$ cat src/rtl/prog3.sv
// rtl/prog3.sv - 4-bit pattern occurrence counter over a 64-bit string
//
// Counts how many 4-bit windows of str equal pat and registers three counts.
// Ports:
//   clk    in   1  rising-edge clock
//   reset  in   1  synchronous active-high clear of all outputs
//   pat    in   4  pattern to search for
//   str    in  64  string searched; byte 0 is the MSB byte
//   ctb    out  8  matches lying wholly inside one byte
//   cts    out  8  matches anywhere in the string
//   cto    out  8  bytes holding at least one in-byte match
module prog3 (
    input  logic        clk,
    input  logic        reset,
    input  logic [3:0]  pat,
    input  logic [63:0] str,
    output logic [7:0]  ctb,
    output logic [7:0]  cts,
    output logic [7:0]  cto
);

    // match[j] is set when str[j+3:j] equals pat, j = 0..60.
    logic [60:0] match;
    // in_byte marks windows whose four bits sit inside a single byte.
    logic [60:0] in_byte;
    // byte_hit[b] covers bits [8b+7:8b]; the byte numbering order does not
    // matter here because only the number of hit bytes is reported.
    logic [7:0]  byte_hit;

    logic [7:0]  n_ctb;
    logic [7:0]  n_cts;
    logic [7:0]  n_cto;

    always_comb begin
        match   = '0;
        in_byte = '0;
        for (int j = 0; j < 61; j++) begin
            match[j]   = (str[j +: 4] == pat);
            in_byte[j] = ((j % 8) <= 4);
        end
    end

    always_comb begin
        byte_hit = '0;
        for (int b = 0; b < 8; b++) begin
            // Only the five windows starting at offsets 0..4 stay inside
            // the byte; boundary-spanning matches never mark a byte.
            byte_hit[b] = |match[8*b +: 5];
        end
    end

    always_comb begin
        n_ctb = '0;
        n_cts = '0;
        n_cto = '0;
        for (int j = 0; j < 61; j++) begin
            if (match[j]) begin
                n_cts = n_cts + 8'd1;
                if (in_byte[j]) begin
                    n_ctb = n_ctb + 8'd1;
                end
            end
        end
        for (int b = 0; b < 8; b++) begin
            if (byte_hit[b]) begin
                n_cto = n_cto + 8'd1;
            end
        end
    end

    always_ff @(posedge clk) begin
        if (reset) begin
            ctb <= 8'd0;
            cts <= 8'd0;
            cto <= 8'd0;
        end else begin
            ctb <= n_ctb;
            cts <= n_cts;
            cto <= n_cto;
        end
    end

endmodule

$ cat config.mk
export PLATFORM = sky130hd
export DESIGN_NAME = prog3
export DESIGN_NICKNAME = d
export VERILOG_FILES = /design/src/rtl/prog3.sv
export SDC_FILE = /design/constraint.sdc
export NUM_CORES = 1
export LEC_CHECK = 0
export CORE_MARGIN = 1.5
export CORE_UTILIZATION = 55
export DETAILED_ROUTE_END_ITERATION = 8
export PLACE_DENSITY_LB_ADDON = 0.05
export REMOVE_ABC_BUFFERS = 1
export SLEW_MARGIN = 20
export SYNTH_ARGS = -nofsm -noshare
export SYNTH_HDL_FRONTEND = slang
export SYNTH_SLANG_ARGS = --single-unit
$ cat constraint.sdc
create_clock -name clk -period 60.5 [get_ports clk]
set_input_delay 9.075 -clock clk [delete_from_list [all_inputs] [get_ports clk]]
set_output_delay 9.075 -clock clk [all_outputs]
set_load 0.01 [all_outputs]
# == Word level (Yosys, flattened, before mapping) ==
# Cells that the tools add are included.
# totals
word_cells,277
input_bits,70
register_bits,24
output_inout_bits,24
# op_classes
add_sub_neg,101
muxes,104
n_eq_ne,61
reduce_logical,8
# op_table
cell,n
$mux 8,102
$add 8x1->8 const B,101
$eq 4x4->1,61
$reduce_or 5->1,8
$mux 1,2

# == Depth between registers and ports, before layout ==
# depth
depth_word,122
depth_mapped,212
depth_no_buf,202

# == Least setup slack after synthesis ==
# No wires, ideal clock.
# synth_timing
kind,input port to flip-flop
start,input port pat[2]
end,register cts[6]
cell_stages,207
t_required_ps,60435
arrival_ps,46181
slack_ps,14254
setup_time_ps,65
n_path_buf,9
path_cell_list,buf_6 buf_6 buf_2 buf_1 clkbuf_1 clkbuf_1 buf_1 xnor2_1 nand4_1 ha_1 xnor2_1 inv_1 ha_1 inv_1 a21oi_1 ha_1 nand2_1 and3_1 (+171 left out) ha_1 mux2_2 ha_1 mux2_2 ha_1 mux2i_1 inv_1 ha_1 nand2_1 o21ai_0 ha_1 nand2_1 or3b_1 a21oi_1 o21ai_0 a21oi_1 xnor2_1 nor2b_1
# synth_between
elab_chain_cells,122
elab_cells_between_ends,182
classes_between,add/sub (60); eq/ne (61); mux (61)
# synth_lines
element,line_no,rtl
"start, declared",15,"input logic [3:0] pat,"
$eq 4x4->1,38,match[j] = (str[j +: 4] == pat);
$mux 1,57,if (match[j]) begin
$add 8x1->8,58,n_cts = n_cts + 8'd1;
$mux 8,57,
$add 8x1->8,58,
$mux 8,57,
$add 8x1->8,58,
$mux 8,57,
(+106 left out),-,
$add 8x1->8,58,
$mux 8,57,
$add 8x1->8,58,
$mux 8,57,
$add 8x1->8,58,
$mux 8,57,
$add 8x1->8,58,
$mux 8 *,57,
"end signal, assigned",78,cts <= n_cts;
"end, declared",18,"output logic [7:0] cts,"
# Every way passes the cells marked *; elsewhere a longest branch is shown, timed or not.
# A chain may end at the register's enable or synchronous reset.

# == Worst setup path in the final report ==
# layout_timing
start,input port pat[0]
end,register cts[6]
# Same word-level chain as after synthesis.

==> summary.md <==
| Metric | Value |
|---|---|
| Unrepaired setup endpoints after global routing | `false` |
| Switching fraction of total power | `between 50 and 60%` |
| Layout cells sized above 1 | `around 7.4%` |
| Maximum vdd ir drop | `0.03576 mV` |
| Die H | `a little under 200 um` |
| Area leader, netlist | `xnor2_1` |
| Inserted Clock Buffers | `3` |
| Area grow syn2layout | `7.180%` |
| Largest net degree at the start of global routing | `40` |
| Worst Path Buf+Inv | `16` |
| TritonCTS clock tree | `built` |
| PD cells | `just under 50 nW/um^2` |
| Final Cycle Share | `about four fifths` |
| Crit-path leading delay family | `compound AO/OA/AOI/OAI gates` |
| HPWL Detailed | `~46000 um` |
| Die Area | `just under 40000 um^2` |
| Initial core utilization | `a little under three fifths` |
| Max Buffers Root-to-Sink | `2` |
| Die W | `between 150 and 200 um` |
| Placeable core region | `about 37000 um^2` |
| Mean Syn Cell Area | `around 7.3 um^2` |
| Clk sink count | `24` |
| Lkg Pwr | `8.463 nW` |
| Post-synth EDFFs | `0` |
| FFs w/ async S/R, synth | `0%` |
| Via count | `between 15000 and 20000` |
| Initial antenna violation count | `0` |
| FP Rows | `70` |
| Max_cap viols | `0` |
| Worst-margin pin slew | `990.2 ps` |
| Slew margin rel. | `between 30% and 40%` |
| Setup TNS | `0 ps` |
| Worst Path Required | `60630 ps` |
| Max Slew Vio Count | `0` |
| Post-CTS Resized | `0` |
| Worst-path fanout max | `34` |
| Sequential share of power | `under 10%` |
| Comb pwr share | `96.4%` |
| Non-Filler Instances | `3300` |
| Prevailing post-synth register cell | `dfxtp_1` |
| Min cycle time layout | `slightly below 50000 ps` |
| Critical path capture point type | `flop` |
| Layout Nets | `between 3000 and 4000` |
| Root buffer cell | `clkbuf_16` |
| Ports | `94` |
| Core Util, Final | `between 60% and 70%` |
| Leading post-synthesis cells by cell area | `xnor2_1, xor2_1, ha_1, nand2_1, nor2_1` |
| Cell variety after synth | `about 120` |
| GRT Overall Usage | `between 20% and 30%` |
| Worst Hold Launch | `pat[3]` |
| Hold WC Path Type | `in -> reg` |
| Synth Cell Area | `between 20000 and 25000 um^2` |
| CP max stage cell | `a2111oi_0` |
| Slowest stage delay, CP | `~680 ps` |
| Fill count | `~3400` |
| Clock power frac | `1.7%` |
| Fmax | `between 20 and 25 MHz` |
| Final Hold Vio Count | `0` |
| Pint | `around 0.47 mW` |
| Post-Synthesis Cells | `roughly 2800` |
| Vias in the first global route | `around 19000` |
| Post-CTS setup buffer count | `0` |
| Grt ovf | `0` |
| Post-route ant nets | `0` |
| WS Path Type | `in -> reg` |
| Detailed Routing Iterations Pass 1 | `5` |
| Register area | `between 400 and 500 um^2` |
| Sequential-to-total area share from yosys stat | `2.335%` |
| Initial drt markers | `1048` |
| CP startpoint kind | `primary input` |
| Final setup viols | `0` |
| Routability Congestion | `between 0.9 and 1` |
| Port bufs | `93` |
| Worst path most repeated cell | `ha_1` |
| First-pass GRT wire length | `92420 um` |
| Share of the synthesized area in the top cell type | `18.00%` |
| Switching power | `about 0.62 mW` |
| Yosys warning total | `0` |
| Post-Route WL | `55500 um` |
| Hold buffer count at cts | `0` |
| Ant. Diodes | `0` |
| H-tree level count | `1` |
| Clock transition at path regs | `60 ps` |
| Status | `finished clean` |
| Placed Cells | `about 3300` |
| Remaining DRCs | `0` |
| Total power draw | `1.094 mW` |
| #FFs+latches synth | `24` |
| Multi-input logic area | `~19000 um^2` |
| DR vias/cell | `between 6 and 7` |
| Critical Path AT | `49660 ps` |
| CP Launch Point | `pat[0]` |
| Drt wl/cell | `16.82 um` |
-- state kept, by name, indices dropped and copies added (netlist names) --
name	count
cto	8
cts	8
ctb	8
-- cell usage after synthesis (all sizes together), types with 8 or more instances --
cell	number
xnor2	460
nand2	331
xor2	289
nor2	242
a21oi	125
inv	108
ha	102
o21ai	95
nor3	74
clkbuf	70
nand3	69
nand4	62
buf	48
nor4	45
a31oi	41
mux2i	40
xnor3	38
and2	37
nor2b	32
o22ai	31
and4	28
nand2b	26
a211oi	24
dfxtp	24
o31ai	22
or2	22
and3	21
a21o	18
or3	18
mux2	16
nor3b	14
o21a	14
o211ai	13
xor3	12
a32oi	11
a21boi	9
a22oi	9
maj3	9
nand3b	9
a221oi	8
o31a	8
or4	8
-- power groups by stage --
stage / Sequential, mW / Combinational, mW / Clock, mW
2_1_floorplan: 0.0219 / 0.846 / 0
3_3_place_gp: 0.0204 / 1.02 / 0
3_5_place_dp: 0.0204 / 1.04 / 0
4_1_cts: 0.0200 / 1.05 / 0.0191
5_1_grt: 0.0202 / 1.18 / 0.0196
6_report: 0.0200 / 1.05 / 0.0189
-- cells by family (layout without fill, tap and decap cells) --
group           Yosys count  after routing  share of synthesized area [%]
simple gates           1063           1063                          25.73
flops                    24             24                          2.335
fa+ha+maj               111            111                          6.639
xor+xnor                799            799                          39.83
buf+inv                 227            242                          4.675
other cells               1              3                        0.01822
compound gates          534            534                          17.95
mux                      56             56                          2.821
-- worst min-delay path: cells and delay by family --
family	cells	cell delay, ps
buffers and inverters	2	420
XOR/XNOR	2	370
AND/OR/NAND/NOR	2	110
-- cell usage in the layout, fill, tap and decap left out, drive strengths merged, types with 24 or more instances in the layout --
cell,Yosys,layout
a211oi,24,24
dfxtp,24,24
nor4,45,45
o21ai,95,95
ha,102,102
o22ai,31,31
a21oi,125,125
nand2,331,331
xor2,289,289
xnor3,38,38
nand3,69,69
and4,28,28
nand2b,26,26
xnor2,460,460
clkdlybuf4s50,0,89
nor2b,32,32
buf,48,40
nor3,74,74
inv,108,108
nand4,62,62
mux2i,40,40
a31oi,41,41
nor2,242,242
and2,37,37
-- worst paths after layout --
path	end	slack (ps)	cells past startpoint
min	cts[0]	9780	6
max	cts[6]	10970	200
-- layer usage --
layer / GRT usage (%) / share of wire (%) / vias to the layer above
met2: 48.79 / 46 / 464
met4: 5.840 / 2.0 / 0
met5: 0 / 0 / -
li1: - / - / 9964
met3: 1.112 / 4.1 / 62
met1: 38.78 / 48 / 9375
-- stage by stage --
| stage | hold slack [ps] | instance area, um^2 | setup WS (ps) |
|---|---|---|---|
| 4_1_cts | 9772 | 22050 | 11430 |
| 2_1_floorplan | 9147 | 20050 | 16120 |
| 3_5_place_dp | 9808 | 21940 | 11320 |
| 3_3_place_gp | 9814 | 21940 | 12600 |
| 6_report | 9780 | 22060 | 10970 |
| 5_1_grt | 9841 | 22060 | 7410 |
-- layout make-up --
type                       instances  share of cell area [%]
multi-input combinational       2566                   87.37
timing repair buffer             129                   5.400
tap                              468                   2.655
sequential                        24                   2.178
inverter                         109                   1.923
clock buffer                       3                  0.3403
clock inverter                     1                  0.1361
Power figures use the tool's default switching activity.
